`config.mk`:
```
export PLATFORM = sky130hd
export DESIGN_NAME = wimpfi_txguard
export DESIGN_NICKNAME = d
export VERILOG_FILES = /design/src/rtl/wimpfi_txguard.sv
export SDC_FILE = /design/constraint.sdc
export NUM_CORES = 1
export LEC_CHECK = 0
export CORE_MARGIN = 2
export CORE_UTILIZATION = 27
export CTS_CLUSTER_SIZE = 10
export DETAILED_ROUTE_END_ITERATION = 10
export SYNTH_ARGS = -nofsm -noshare
export SYNTH_HDL_FRONTEND = slang
export SYNTH_SLANG_ARGS = --single-unit
```
`constraint.sdc`:
```
create_clock -name clk -period 2.6 [get_ports clk]
set_clock_uncertainty 0.2 [all_clocks]
set_input_delay 0.65 -clock clk [delete_from_list [all_inputs] [get_ports clk]]
set_output_delay 0.65 -clock clk [all_outputs]
set_load 0.02 [all_outputs]
```
`src/rtl/wimpfi_txguard.sv`:
```
// Multi-channel transmit-enable guard: per-channel on-time limit, trip, cooldown and trip counter.
// Define TXGUARD_STICKY_EN to latch trips until a fault_clr pulse with the request released.
module wimpfi_txguard #(
  parameter int unsigned NUM_CH        = 2,
  parameter int unsigned MAX_ON_CYCLES = 2_000_000,
  parameter int unsigned COOL_CYCLES   = 1_000_000,
  parameter int unsigned CNT_W         = 4
) (
  input  logic                    clk,
  input  logic                    rst,
  input  logic [NUM_CH-1:0]       txen_req,
  input  logic                    force_fail,
  input  logic                    fault_clr,
  output logic [NUM_CH-1:0]       txen_safe,
  output logic [NUM_CH-1:0]       txen_fail,
  output logic [NUM_CH*CNT_W-1:0] tripcnt,
  output logic                    any_fail
);

  localparam int unsigned OnW   = $clog2(MAX_ON_CYCLES + 1);
  localparam int unsigned CoolW = $clog2(COOL_CYCLES + 1);

  localparam logic [OnW-1:0]   OnLast   = OnW'(MAX_ON_CYCLES - 1);
  localparam logic [CoolW-1:0] CoolLast = CoolW'(COOL_CYCLES - 1);
  localparam logic [CNT_W-1:0] CntMax   = {CNT_W{1'b1}};
  localparam logic [CNT_W-1:0] CntOne   = CNT_W'(1);

`ifdef TXGUARD_STICKY_EN
  localparam bit Sticky = 1'b1;
`else
  localparam bit Sticky = 1'b0;
`endif

  typedef enum logic [1:0] {StIdle, StOn, StTrip, StCool} state_e;

  state_e           state_q    [NUM_CH];
  state_e           state_d    [NUM_CH];
  logic [OnW-1:0]   on_cnt_q   [NUM_CH];
  logic [OnW-1:0]   on_cnt_d   [NUM_CH];
  logic [CoolW-1:0] cool_cnt_q [NUM_CH];
  logic [CoolW-1:0] cool_cnt_d [NUM_CH];
  logic [CNT_W-1:0] trip_cnt_q [NUM_CH];
  logic [CNT_W-1:0] trip_cnt_d [NUM_CH];

  logic [NUM_CH-1:0] safe_q, safe_d;
  logic [NUM_CH-1:0] fail_q, fail_d;
  logic              any_q, any_d;
  logic              trip_exit;

  // In sticky mode only an explicit clear with the request released leaves TRIP.
  assign trip_exit = !force_fail && (!Sticky || fault_clr);

  always_comb begin
    safe_d = '0;
    fail_d = '0;
    for (int i = 0; i < NUM_CH; i++) begin
      state_d[i]    = state_q[i];
      on_cnt_d[i]   = on_cnt_q[i];
      cool_cnt_d[i] = cool_cnt_q[i];
      trip_cnt_d[i] = fault_clr ? '0 : trip_cnt_q[i];
      unique case (state_q[i])
        StIdle: begin
          if (txen_req[i] && !force_fail) begin
            state_d[i]  = StOn;
            on_cnt_d[i] = '0;
          end
        end
        StOn: begin
          if (!txen_req[i]) begin
            state_d[i] = StIdle;
          end else if (force_fail || (on_cnt_q[i] == OnLast)) begin
            state_d[i] = StTrip;
            // A coincident clear still leaves this trip counted.
            if (fault_clr) begin
              trip_cnt_d[i] = CntOne;
            end else if (trip_cnt_q[i] != CntMax) begin
              trip_cnt_d[i] = trip_cnt_q[i] + CntOne;
            end
          end else begin
            on_cnt_d[i] = on_cnt_q[i] + OnW'(1);
          end
        end
        StTrip: begin
          if (!txen_req[i] && trip_exit) begin
            state_d[i]    = StCool;
            cool_cnt_d[i] = '0;
          end
        end
        StCool: begin
          if (cool_cnt_q[i] == CoolLast) begin
            state_d[i] = StIdle;
          end else begin
            cool_cnt_d[i] = cool_cnt_q[i] + CoolW'(1);
          end
        end
        default: state_d[i] = StIdle;
      endcase
      safe_d[i] = (state_d[i] == StOn);
      fail_d[i] = (state_d[i] == StTrip);
    end
    any_d = |fail_d;
  end

  always_ff @(posedge clk) begin
    if (rst) begin
      for (int i = 0; i < NUM_CH; i++) begin
        state_q[i]    <= StIdle;
        on_cnt_q[i]   <= '0;
        cool_cnt_q[i] <= '0;
        trip_cnt_q[i] <= '0;
      end
      safe_q <= '0;
      fail_q <= '0;
      any_q  <= 1'b0;
    end else begin
      for (int i = 0; i < NUM_CH; i++) begin
        state_q[i]    <= state_d[i];
        on_cnt_q[i]   <= on_cnt_d[i];
        cool_cnt_q[i] <= cool_cnt_d[i];
        trip_cnt_q[i] <= trip_cnt_d[i];
      end
      safe_q <= safe_d;
      fail_q <= fail_d;
      any_q  <= any_d;
    end
  end

  assign txen_safe = safe_q;
  assign txen_fail = fail_q;
  assign any_fail  = any_q;

  for (genvar g = 0; g < NUM_CH; g++) begin : gen_tripcnt
    assign tripcnt[g*CNT_W +: CNT_W] = trip_cnt_q[g];
  end

endmodule

```
**Yosys cells after proc, flatten, opt, wreduce, memory -nomap -nowiden**

Memory sizes are Yosys's and may differ from the RTL's.
Index checks and enable logic that the tools add are counted.
W data, S select, Z words.

- Order comparisons: 0
- Div/mod/pow operators: 0
- Reductions and logical operators: 12
- Shifts and indexed selects: 0
- Add/subtract/negate cells: 6
- Equal/unequal tests: 16
- Muxes and demuxes: 49
- Multiply operators: 0
- Bitwise logic cells: 8

Operators by type and width:

| cell | count |
|---|---|
| $mux W21 | 8 |
| $mux W20 | 6 |
| $pmux W21 S2 | 2 |
| $pmux W20 S2 | 2 |
| $mux W4 | 14 |
| $add A21 B1 Y21 const B | 2 |
| $eq A21 B21 Y1 const B | 2 |
| $add A20 B1 Y20 const B | 2 |
| $eq A20 B20 Y1 const B | 2 |
| $mux W2 | 12 |
| $pmux W2 S4 | 2 |
| $eq A2 B2 Y1 const B | 6 |
| $add A4 B1 Y4 const B | 2 |
| $eq A2 B1 Y1 const B | 4 |
| $ne A4 B4 Y1 const B | 2 |
| $or A1 B1 Y1 | 8 |
| $logic_and A1 B1 Y1 | 4 |
| $logic_not A2 Y1 | 2 |
| $logic_not A1 Y1 | 3 |
| $mux W1 | 3 |
| $logic_or A1 B1 Y1 | 2 |
| $reduce_or A2 Y1 | 1 |

- RAM bits: 94
- Output and inout bits: 13
- Memories: 4
- ROM bits: 0
- Register bits: 5
- Logic and storage cells: 98
- Bits of input ports: 6
- Latch bits: 0

Memories:

| name | depth | width | read ports | clocked after Yosys merged registers in | write ports | RTL line | text |
|---|---|---|---|---|---|---|---|
| on_cnt_q | 2 | 21 | 2 | 0 | 2 | 38 | `logic [OnW-1:0] on_cnt_q [NUM_CH];` |
| cool_cnt_q | 2 | 20 | 2 | 0 | 2 | 40 | `logic [CoolW-1:0] cool_cnt_q [NUM_CH];` |
| trip_cnt_q | 2 | 4 | 2 | 0 | 2 | 42 | `logic [CNT_W-1:0] trip_cnt_q [NUM_CH];` |
| state_q | 2 | 2 | 2 | 0 | 2 | 36 | `state_e state_q [NUM_CH];` |

**Depth between registers and ports, before layout**

Gate-level depths: netlist (run 1).

- Word-level depth: 7
- Gate-level depth with buffers: 7
- Depth with buffers taken out: 6

**Least setup slack after synthesis (run 1)**

OpenSTA, ideal clock, no wires.

- Path kind: input port to flip-flop
- Start: in force_fail
- End: mem cool_cnt_q[0][31] in the netlist's numbering
- Setup time: 70 ps
- Data required time: 2330 ps
- Path buffers: 0
- Path slack: 259 ps
- Stages on the path: 5
- Data arrival time: 2071 ps
- Cell sequence: or4b_4 > a21oi_4 > o31ai_2 > or4_1 > a21oi_1

RTL lines:

| element | RTL line | text |
|---|---|---|
| start: declaration | 12 | `input logic force_fail,` |
| end: declaration | 40 |  |

==> impl_metrics.py, run 1 <==
metrics = {
    "drt": {
        "drt-initial-drc-count": 385,
        "via_per_inst": 5.062,
        "totalWireLength_mm": 12.41,
        "dr_total_vias": 4880,
        "drt_pass1_iterations": 5,
        "wl_per_cell_microns": 12.87,
        "antenna_left": 0,
        "drc": 0,
    },
    "timing": {
        "grt_setup_unrepaired": "no",
        "relSlewSlack_pct": 64.16,
        "hold_viol_final": 0,
        "fmax_mhz": 419.2,
        "setup_viol": 0,
        "slew_viol_final": 0,
        "period_minus_slack_ns": 2.385,
        "fin_crit_sh_pct": 91.75,
        "worst_pin_slew_ns": 0.5340,
    },
    "yosys": {
        "yosys_register_bits": 99,
        "netlist_instances": 636,
        "synth-edff-count": 0,
        "syn_nets": 648,
        "async_flop_share_pct": 0,
        "synth_area_sq_um": 5231,
        "yosysSeqAreaShare_pct": 37.89,
        "yosysWarnings": 0,
        "syn_area_per_cell_sq_um": 8.225,
        "synth_cell_types": 64,
        "synth_ff_type": "dfxtp_1",
    },
    "final_layout": {
        "drive_gt1_share_pct": 15.06,
        "stdcell_count": 964,
        "area_growth_syn_to_layout_pct": 23.56,
        "finalInstanceArea_sq_um": 6464,
        "antenna_cells": 0,
        "fill_cells": 1991,
        "final_nets": 711,
    },
    "worst_setup_path": {
        "cp.arrival_ns": 2.43,
        "critPathLaunchType": "primary input",
        "critPathKind": "in -> reg",
        "crit_chain": "dlymetal6s2s_1 > or4b_4 > buf_12 > a2111oi_4 > nand4_1 > xor2_1 > nor2_1",
        "cp_max_fo": 5,
        "slowest_stage": "or4b_4",
        "rrSetupSlack_ns": 0.22,
        "critPathMaxStageDelay_ns": 0.58,
        "end_kind": "flop",
        "required_ns": 2.65,
    },
    "cts": {
        "max-clock-path-buffers": 2,
        "clk_latency_ns": 0.35,
        "h-tree-depth": 3,
        "numCtsBuffers": 9,
        "hold_buffers": 0,
        "clkTransAtPathRegs_ns": 0.07,
        "root_buffer": "clkbuf_16",
        "cts_tree": "yes",
        "clock_sinks": 99,
    },
    "global_routing": {
        "overflow": 0,
        "grt.busiest_layer": "met2",
        "use_met3_pct": 3.052,
        "grt_pass1_vias": 4507,
        "antenna_found_initial": 0,
        "use_met1_pct": 16.90,
        "grt_max_degree": 19,
        "gr-usage-all-layers_pct": 12.62,
        "use_met2_pct": 20.25,
        "grt_pass1_wl_mm": 21.27,
    },
    "place": {
        "place_area_sq_um": 6063,
        "hpwl_mm": 8.796,
        "io_buffers": 18,
        "place_inst": 945,
        "place.gp.congestion": 0.8135,
    },
    "power": {
        "internal_power_w": 0.002496,
        "pwr_density_cell_nw_per_um2": 492.1,
        "clkPwrFrac_pct": 46.4,
        "seq_power_share_pct": 48.3,
        "p_sw_share_pct": 21.53,
        "power_frac_comb_pct": 5.3,
        "leakagePower_nw": 2.154,
        "p_sw_w": 0.0006849,
        "ir_drop_uv": 278.1,
    },
    "job": {
        "drv_cap": 0,
    },
    "worst_hold_path": {
        "hold_path.class": "reg -> reg",
    },
    "die": {
        "start_util_pct": 27.78,
        "core_sq_um": 18830,
        "dieHeight_microns": 143.2,
        "dieArea_sq_um": 20500,
        "die_w_microns": 143.2,
        "std_cell_rows": 50,
        "boundaryPins": 19,
    },
    "outcome": {
        "status": "finished, final reports clean",
    },
}
-- cell usage after synthesis, types with 3 or more instances --
library cell | instances | share of area [%]
dfxtp_1 | 99 | 38
a21oi_1 | 55 | 5.3
nand2_1 | 51 | 3.7
nor2_1 | 49 | 3.5
o21ai_0 | 41 | 3.9
nand3_1 | 37 | 3.5
or3_1 | 21 | 2.5
inv_1 | 20 | 1.4
nand4_1 | 20 | 2.4
xor2_1 | 17 | 2.8
nor3_1 | 15 | 1.4
and2_1 | 13 | 1.6
clkbuf_1 | 12 | 0.86
a31oi_1 | 11 | 1.3
and3_1 | 9 | 1.1
and4_1 | 9 | 1.5
nor4_1 | 9 | 1.1
o211ai_1 | 9 | 1.3
nor4b_1 | 8 | 1.3
o31ai_1 | 8 | 1.1
xnor2_1 | 8 | 1.3
a211oi_1 | 7 | 1.0
a31o_2 | 7 | 1.2
or2_2 | 7 | 0.84
or4_1 | 7 | 1.0
ha_1 | 6 | 1.4
nand2b_1 | 6 | 0.72
and4b_1 | 5 | 0.96
buf_2 | 5 | 0.48
nor4bb_1 | 5 | 0.96
o21a_1 | 5 | 0.72
or3_2 | 5 | 0.72
a41o_1 | 4 | 0.77
nor2b_1 | 4 | 0.48
a21o_1 | 3 | 0.43
mux2i_1 | 3 | 0.57
o2111ai_1 | 3 | 0.50
-- layer usage --
layer / part of all wire, % / up-vias / wire length (microns)
met4: 0.80 / 0 / 99
met2: 45 / 70 / 5632
li1: - / 2501 / -
met3: 3.1 / 7 / 380
met5: 0 / - / 0
met1: 51 / 2302 / 6295
-- timing repair --
| action | in CTS | in global routing |
|---|---|---|
| setup buffers | 0 | 2 |
| gates resized for setup | 0 | 7 |
| endpoints found under the setup margin | 0 | 10 |
-- logic make-up (layout without fill, tap and decap cells) --
kind of cell / count (synthesis) / after routing / synth area share, %
simple gates: 297 / 297 / 32.60
compound gates: 164 / 165 / 19.80
flops: 99 / 99 / 37.89
buf+inv: 42 / 109 / 3.516
xor+xnor: 25 / 25 / 4.186
fa+ha+maj: 6 / 6 / 1.435
mux: 3 / 3 / 0.5740
-- worst paths after layout --
kind,startpoint,to,depth (start not counted)
worst min register to register,cool_cnt_q[0][1]$_SDFFE_PP0P_,cool_cnt_q[0][1]$_SDFFE_PP0P_,2
worst min-delay path,cool_cnt_q[0][1]$_SDFFE_PP0P_,cool_cnt_q[0][1]$_SDFFE_PP0P_,2
worst max-delay path,txen_req[1],cool_cnt_q[0][32]$_SDFFE_PP0P_,7
worst max register to register,state_q[0][2]$_SDFF_PP0_,cool_cnt_q[0][32]$_SDFFE_PP0P_,7
-- cell type report --
| type | instances | area [sq um] | area share (%) |
|---|---|---|---|
| repair buffers | 73 | 648.1 | 10.03 |
| multi-input cells | 496 | 3104 | 48.03 |
| flip-flops and latches | 99 | 1982 | 30.66 |
| clock inverters | 4 | 72.57 | 1.123 |
| inverters | 20 | 75.07 | 1.161 |
| well taps | 260 | 325.3 | 5.033 |
| clock buffers | 12 | 256.5 | 3.968 |
-- cells in the final DEF (no fill, tap or decap), types with 6 or more instances in the layout --
master / instances
clkbuf_16: 9
or2_2: 7
clkdlybuf4s50_1: 16
or3_1: 21
inv_1: 20
nand4_1: 20
nand2_1: 51
ha_1: 6
o211ai_1: 9
a31o_2: 7
and2_1: 13
o21ai_0: 41
dfxtp_1: 99
buf_4: 51
nand2b_1: 6
nor2_1: 49
a211oi_1: 7
nor3_1: 15
nor4_1: 8
nor4b_1: 8
a21oi_1: 53
xor2_1: 17
nand3_1: 37
and3_1: 9
and4_1: 9
or4_1: 6
a31oi_1: 11
xnor2_1: 8
o31ai_1: 8
-- power groups by stage --
| stage | registers, W | logic [W] | clock network (W) |
|---|---|---|---|
| finish | 0.00154 | 0.000170 | 0.00148 |
| CTS | 0.00153 | 0.000170 | 0.00153 |
| floorplan | 0.00157 | 0.0000833 | 0 |
| global placement | 0.00157 | 0.000169 | 0 |
| global route | 0.00154 | 0.000188 | 0.00158 |
| detailed placement | 0.00157 | 0.000169 | 0 |
-- critical path, delay by kind of cell --
| family | cells | cell delay [ns] |
|---|---|---|
| compound gates | 1 | 0.50 |
| buf+inv | 2 | 0.29 |
| simple gates | 3 | 0.80 |
| xor+xnor | 1 | 0.19 |
-- state kept, by name, indices dropped and copies added (netlist names) --
register,count
txen_fail,2
state_q,4
any_fail,1
cool_cnt_q,40
on_cnt_q,42
txen_safe,2
trip_cnt_q,8
-- stage by stage --
stage | TNS [ns] | power (W) | setup slack, ns | util, % | hold slack (ns)
detailed placement | -9.404 | 0.001739 | -0.3398 | 32.20 | 0.2717
global route | 0 | 0.003306 | 0.02021 | 34.33 | 0.3180
floorplan | 0 | 0.001653 | 0.2592 | - | 0.2440
global placement | -8.632 | 0.001739 | -0.3202 | 32.20 | 0.2631
CTS | 0 | 0.003236 | 0.03632 | 33.95 | 0.2812
finish | 0 | 0.003181 | 0.2146 | 34.33 | 0.2810
Note: power is estimated with default switching activity, not from simulation.
==> run 2, diff against run 1 <==
--- a/config.mk
+++ b/config.mk
@@ -5,10 +5,12 @@
 export SDC_FILE = /design/constraint.sdc
 export NUM_CORES = 1
 export LEC_CHECK = 0
+export CORE_ASPECT_RATIO = 0.9
 export CORE_MARGIN = 2
 export CORE_UTILIZATION = 27
 export CTS_CLUSTER_SIZE = 10
 export DETAILED_ROUTE_END_ITERATION = 10
+export SLEW_MARGIN = 20
 export SYNTH_ARGS = -nofsm -noshare
 export SYNTH_HDL_FRONTEND = slang
 export SYNTH_SLANG_ARGS = --single-unit
==> run 2 against run 1 <==
Effect of this change: via count down 1.7%; clock power down 10%; highest routed layer unchanged; flip-flop and latch count unchanged; global-route usage down 0.20 points; clock-buffer cell count down 1.
==> impl_metrics.py, run 2 (synthesis results as in run 1) <==
metrics = {
    "final_layout": {
        "drive_gt1_share_pct": 15.73,
        "area_growth_syn_to_layout_pct": 23.06,
        "fill_cells": 2027,
        "top_regs": "on_cnt_q x42, cool_cnt_q x40, trip_cnt_q x8",
        "largest_register_ffs": 42,
        "largest_register": "on_cnt_q",
        "finalInstanceArea_sq_um": 6437,
        "final_nets": 721,
        "most-common-layout-cells": "dfxtp_1 (99), buf_4 (64), a21oi_1 (55)",
        "final_common_cell": "dfxtp_1",
        "antenna_cells": 0,
    },
    "power": {
        "leakagePower_nw": 2.156,
        "p_sw_w": 0.0006705,
        "p_sw_share_pct": 22.10,
        "pwr_density_cell_nw_per_um2": 471.3,
        "internal_power_w": 0.002363,
        "power_frac_comb_pct": 5.7,
        "seq_power_share_pct": 50.6,
        "ir_drop_uv": 298.4,
        "clkPwrFrac_pct": 43.7,
    },
    "drt": {
        "antenna_left": 0,
        "wl_per_cell_microns": 12.53,
        "dr_total_vias": 4795,
        "via_per_inst": 4.984,
        "drc": 0,
        "totalWireLength_mm": 12.05,
        "drt-initial-drc-count": 261,
        "drt_pass1_iterations": 4,
    },
    "timing": {
        "fin_crit_sh_pct": 97.43,
        "fmax_mhz": 394.8,
        "hold_viol_final": 0,
        "relSlewSlack_pct": 50.50,
        "worst_pin_slew_ns": 0.7425,
        "fin_tns_setup_ns": 0,
        "period_minus_slack_ns": 2.533,
        "setup_viol": 0,
        "fin_hold_ws_ns": 0.2718,
        "grt_setup_unrepaired": "no",
        "slew_viol_final": 0,
        "finalWorstSetupSlack_ns": 0.06685,
    },
    "cts": {
        "max-clock-path-buffers": 2,
        "root_buffer": "clkbuf_16",
        "cts_tree": "yes",
        "clkTransAtPathRegs_ns": 0.06,
        "clk_latency_ns": 0.35,
        "numCtsBuffers": 9,
        "clock_sinks": 99,
        "hold_buffers": 0,
        "h-tree-depth": 3,
    },
    "place": {
        "dp_slack_ns": -0.3205,
        "place_area_sq_um": 6136,
        "hpwl_mm": 8.737,
        "io_buffers": 18,
        "place.gp.congestion": 0.8570,
    },
    "die": {
        "die_w_microns": 150.7,
        "dieHeight_microns": 136.1,
        "std_cell_rows": 48,
        "boundaryPins": 19,
        "dieArea_sq_um": 20510,
        "core_sq_um": 19100,
        "start_util_pct": 27.39,
    },
    "worst_setup_path": {
        "r2r_start": "on_cnt_q[0][8]$_SDFFE_PP0P_",
        "rrSetupSlack_ns": 0.34,
        "worst_r2r_path_depth": 6,
        "end_kind": "flop",
        "required_ns": 2.69,
        "critPathKind": "in -> reg",
        "critPathLaunchType": "primary input",
        "cp.arrival_ns": 2.62,
        "r2r-end": "any_fail$_SDFF_PP0_",
        "cp_max_fo": 13,
    },
    "outcome": {
        "status": "finished, final reports clean",
    },
    "global_routing": {
        "grt_max_degree": 21,
        "gr-usage-all-layers_pct": 12.43,
        "overflow": 0,
        "antenna_found_initial": 0,
        "grt_pass1_vias": 4357,
        "grt_pass1_wl_mm": 20.82,
    },
    "worst_hold_path": {
        "hold_path.class": "reg -> reg",
        "hold_start": "cool_cnt_q[0][1]$_SDFFE_PP0P_",
        "hold_end": "cool_cnt_q[0][1]$_SDFFE_PP0P_",
        "hold_depth": 2,
    },
    "job": {
        "drv_cap": 0,
    },
}
-- run 2: layout make-up --
cell class | instances | area [sq um] | share of cell area, %
multi-input cells | 495 | 3084 | 47.91
flip-flops and latches | 99 | 1982 | 30.79
repair buffers | 84 | 700.7 | 10.88
well taps | 250 | 312.8 | 4.859
clock buffers | 11 | 242.7 | 3.771
inverters | 20 | 75.07 | 1.166
clock inverters | 3 | 40.04 | 0.6220
-- run 2: worst max-delay path: stages --
cell and delay, ns:
clkdlybuf4s50_1 0.42, or4b_4 0.61, a21oi_4 0.17, o31ai_4 0.14
or4_1 0.48, a21oi_1 0.14
-- run 2: timing repair --
item,4_1_cts,5_1_grt
gates resized for setup,0,3
endpoints found under the setup margin,0,9
buffers inserted,0,0
-- run 2: per-stage QoR --
| stage | cells | total power [W] | util [%] |
|---|---|---|---|
| floorplan | 636 | 0.001653 | - |
| global placement | 948 | 0.001742 | 32.13 |
| detailed placement | 948 | 0.001742 | 32.13 |
| CTS | 962 | 0.003084 | 33.61 |
| global route | 962 | 0.003159 | 33.71 |
| finish | 962 | 0.003034 | 33.71 |
-- run 2: power groups by stage --
stage / logic, W / clock network, W / registers, W
global placement: 0.000172 / 0 / 0.00157
global route: 0.000190 / 0.00143 / 0.00154
finish: 0.000172 / 0.00133 / 0.00154
CTS: 0.000173 / 0.00138 / 0.00154
detailed placement: 0.000172 / 0 / 0.00157
floorplan: 0.0000833 / 0 / 0.00157
-- run 2: worst max path at each step --
stage,start,to,cells after the start
5_1_grt,txen_req[1],cool_cnt_q[0][31]$_SDFFE_PP0P_,6
3_5_place_dp,force_fail,cool_cnt_q[0][31]$_SDFFE_PP0P_,6
4_1_cts,force_fail,cool_cnt_q[0][31]$_SDFFE_PP0P_,6
3_3_place_gp,force_fail,cool_cnt_q[0][31]$_SDFFE_PP0P_,6
2_1_floorplan,force_fail,cool_cnt_q[0][31]$_SDFFE_PP0P_,5
6_report,txen_req[1],cool_cnt_q[0][31]$_SDFFE_PP0P_,6
-- run 2: metal layers --
metal	part of all wire [%]	GRT usage (%)	wire length [microns]
met2	41	18.16	4970
met3	3.7	2.886	447
met1	53	17.77	6416
met5	0	0	0
met4	1.8	4.465	218
==> run 3, diff against run 2 <==
--- a/config.mk
+++ b/config.mk
@@ -8,8 +8,10 @@
 export CORE_ASPECT_RATIO = 0.9
 export CORE_MARGIN = 2
 export CORE_UTILIZATION = 27
+export CTS_BUF_LIST = sky130_fd_sc_hd__clkbuf_8
 export CTS_CLUSTER_SIZE = 10
 export DETAILED_ROUTE_END_ITERATION = 10
+export HOLD_SLACK_MARGIN = 0.02
 export SLEW_MARGIN = 20
 export SYNTH_ARGS = -nofsm -noshare
 export SYNTH_HDL_FRONTEND = slang
==> run 3 against run 2 <==
Effect of this change: first-iteration DRC count is 13% higher; design area is 1.8% lower; register-to-register slack worse by 0.05 ns; hold slack better by 0.0050 ns; clock power is 26% lower; routed wire length is 0.77% lower; total power is 11% lower; combinational power hardly changed; clock-buffer cell count is 1 lower; die area stayed put; flip-flop and latch count stayed put; global-route usage is 0.11 points lower; largest power group unchanged.
==> impl_metrics.py, run 3 (synthesis results as in run 1) <==
metrics = {
    "outcome": {
        "status": "finished, final reports clean",
    },
    "worst_setup_path": {
        "crit_chain": "clkdlybuf4s50_1 > or4b_4 > a21oi_4 > o31ai_2 > or4_1 > a21oi_1",
        "cp_max_fo": 13,
        "critPathKind": "in -> reg",
        "required_ns": 2.72,
        "worstSetupStartpoint": "force_fail",
        "critPathTopFamily": "simple AND/OR/NAND/NOR gates",
        "crit_buf_inv": 1,
        "slowest_stage": "or4b_4",
        "worst_r2r_path_depth": 6,
        "critPathLaunchType": "primary input",
        "rrSetupSlack_ns": 0.29,
        "end_kind": "flop",
        "r2r-end": "cool_cnt_q[0][23]$_SDFFE_PP0P_",
        "cp.arrival_ns": 2.65,
        "r2r_start": "cool_cnt_q[0][26]$_SDFFE_PP0P_",
        "critPathMaxStageDelay_ns": 0.61,
    },
    "worst_hold_path": {
        "hold_depth": 2,
        "hold_end": "cool_cnt_q[0][1]$_SDFFE_PP0P_",
        "hold_start": "cool_cnt_q[0][1]$_SDFFE_PP0P_",
        "hold_path.class": "reg -> reg",
    },
    "cts": {
        "clk_latency_ns": 0.38,
        "root_buffer": "clkbuf_8",
        "max-clock-path-buffers": 2,
        "cts_setup_buffers": 0,
        "hold_buffers": 0,
        "post_cts_resize_count": 0,
        "clkTransAtPathRegs_ns": 0.09,
        "h-tree-depth": 3,
        "cts_tree": "yes",
        "clock_sinks": 99,
        "numCtsBuffers": 9,
    },
    "place": {
        "io_buffers": 18,
        "hpwl_mm": 8.737,
        "place.gp.congestion": 0.8570,
        "place_area_sq_um": 6136,
    },
    "timing": {
        "fmax_mhz": 395.2,
        "period_minus_slack_ns": 2.530,
        "slew_viol_final": 0,
        "setup_viol": 0,
        "grt_setup_unrepaired": "no",
        "hold_viol_final": 0,
        "relSlewSlack_pct": 49.86,
        "fin_crit_sh_pct": 97.31,
        "worst_pin_slew_ns": 0.7520,
    },
    "final_layout": {
        "largest_register_ffs": 42,
        "final_common_cell": "dfxtp_1",
        "fill_cells": 2042,
        "final_nets": 721,
        "antenna_cells": 0,
        "top_regs": "on_cnt_q x42, cool_cnt_q x40, trip_cnt_q x8",
        "multi_input_comb_area_sq_um": 3072,
        "largest_register": "on_cnt_q",
        "seqCellArea_sq_um": 1982,
        "area_growth_syn_to_layout_pct": 20.88,
        "most-common-layout-cells": "dfxtp_1 (99), buf_4 (64), a21oi_1 (55)",
        "finalInstanceArea_sq_um": 6324,
        "drive_gt1_share_pct": 15.59,
    },
    "drt": {
        "highest_layer": "met4",
        "antenna_left": 0,
        "via_per_inst": 4.993,
        "wl_met3_microns": 415,
        "dr_total_vias": 4803,
        "drt_pass1_iterations": 4,
        "drt-initial-drc-count": 294,
        "totalWireLength_mm": 11.96,
        "wl_per_cell_microns": 12.43,
        "wirelength_met1_mm": 6.394,
        "wl_met2_mm": 4.950,
        "drc": 0,
    },
    "power": {
        "leakagePower_nw": 2.112,
        "p_total_w": 0.002689,
        "pwr_density_cell_nw_per_um2": 425.2,
        "ir_drop_uv": 192.8,
    },
    "die": {
        "dieArea_sq_um": 20510,
        "start_util_pct": 27.39,
        "core_sq_um": 19100,
        "boundaryPins": 19,
        "die_w_microns": 150.7,
        "dieHeight_microns": 136.1,
        "std_cell_rows": 48,
    },
    "global_routing": {
        "antenna_found_initial": 0,
        "gr-usage-all-layers_pct": 12.32,
        "grt_pass1_vias": 4350,
        "grt_pass1_wl_mm": 20.73,
        "grt_max_degree": 21,
        "overflow": 0,
    },
    "job": {
        "drv_cap": 0,
    },
}
-- run 3: cell count changes in the layout (fill, tap and decap cells not counted) --
cell       delta
o31ai_4       -1
o31ai_2       +1
clkbuf_16     -9
o21ai_2       -1
clkbuf_8      +9
clkbuf_1      -1
inv_1         +1
o21ai_1       +1
-- run 3: worst max path at each step --
stage                                endpoint  cells after the start  slack, ns
6_report       cool_cnt_q[0][31]$_SDFFE_PP0P_                      6       0.07
5_1_grt        cool_cnt_q[0][31]$_SDFFE_PP0P_                      6     0.0003
4_1_cts        cool_cnt_q[0][31]$_SDFFE_PP0P_                      6       0.10
3_5_place_dp   cool_cnt_q[0][31]$_SDFFE_PP0P_                      6      -0.32
3_3_place_gp   cool_cnt_q[0][31]$_SDFFE_PP0P_                      6      -0.29
2_1_floorplan  cool_cnt_q[0][31]$_SDFFE_PP0P_                      5       0.26
-- run 3: layout make-up --
class	count	area share (%)
clock buffer	10	2.176
clock inverter	4	0.6925
inverter	20	1.187
multi-input combinational	495	48.58
sequential	99	31.34
tap	250	4.947
timing repair buffer	84	11.08
-- run 3: worst min-delay path, cell delays in order (launching register included) --
cell,delay [ns]
dfxtp_1,0.33
nand2_1,0.06
a21oi_1,0.05
-- run 3: layer usage --
layer	vias up	track usage [%]
met5	-	0
met4	0	4.154
met3	16	2.886
met2	61	17.80
met1	2218	17.87
li1	2508	-
-- run 3: power by group --
group / internal (W) / switching, W
logic: 0.0000790 / 0.0000934
registers: 0.00152 / 0.0000105
clock network: 0.000455 / 0.000527
total: 0.00206 / 0.000631
-- run 3: through the flow --
stage                     worst slack, ns  cells  hold slack [ns]  utilization, %  setup TNS [ns]
final                             0.06982    962           0.2768           33.11               0
after detailed placement          -0.3205    948           0.2638           32.13          -9.455
after CTS                          0.1014    962           0.2774           33.08               0
after global routing            0.0003348    962           0.3021           33.11               0
after floorplan                    0.2592    636           0.2440               -               0
after global placement            -0.2934    948           0.2538           32.13          -7.433
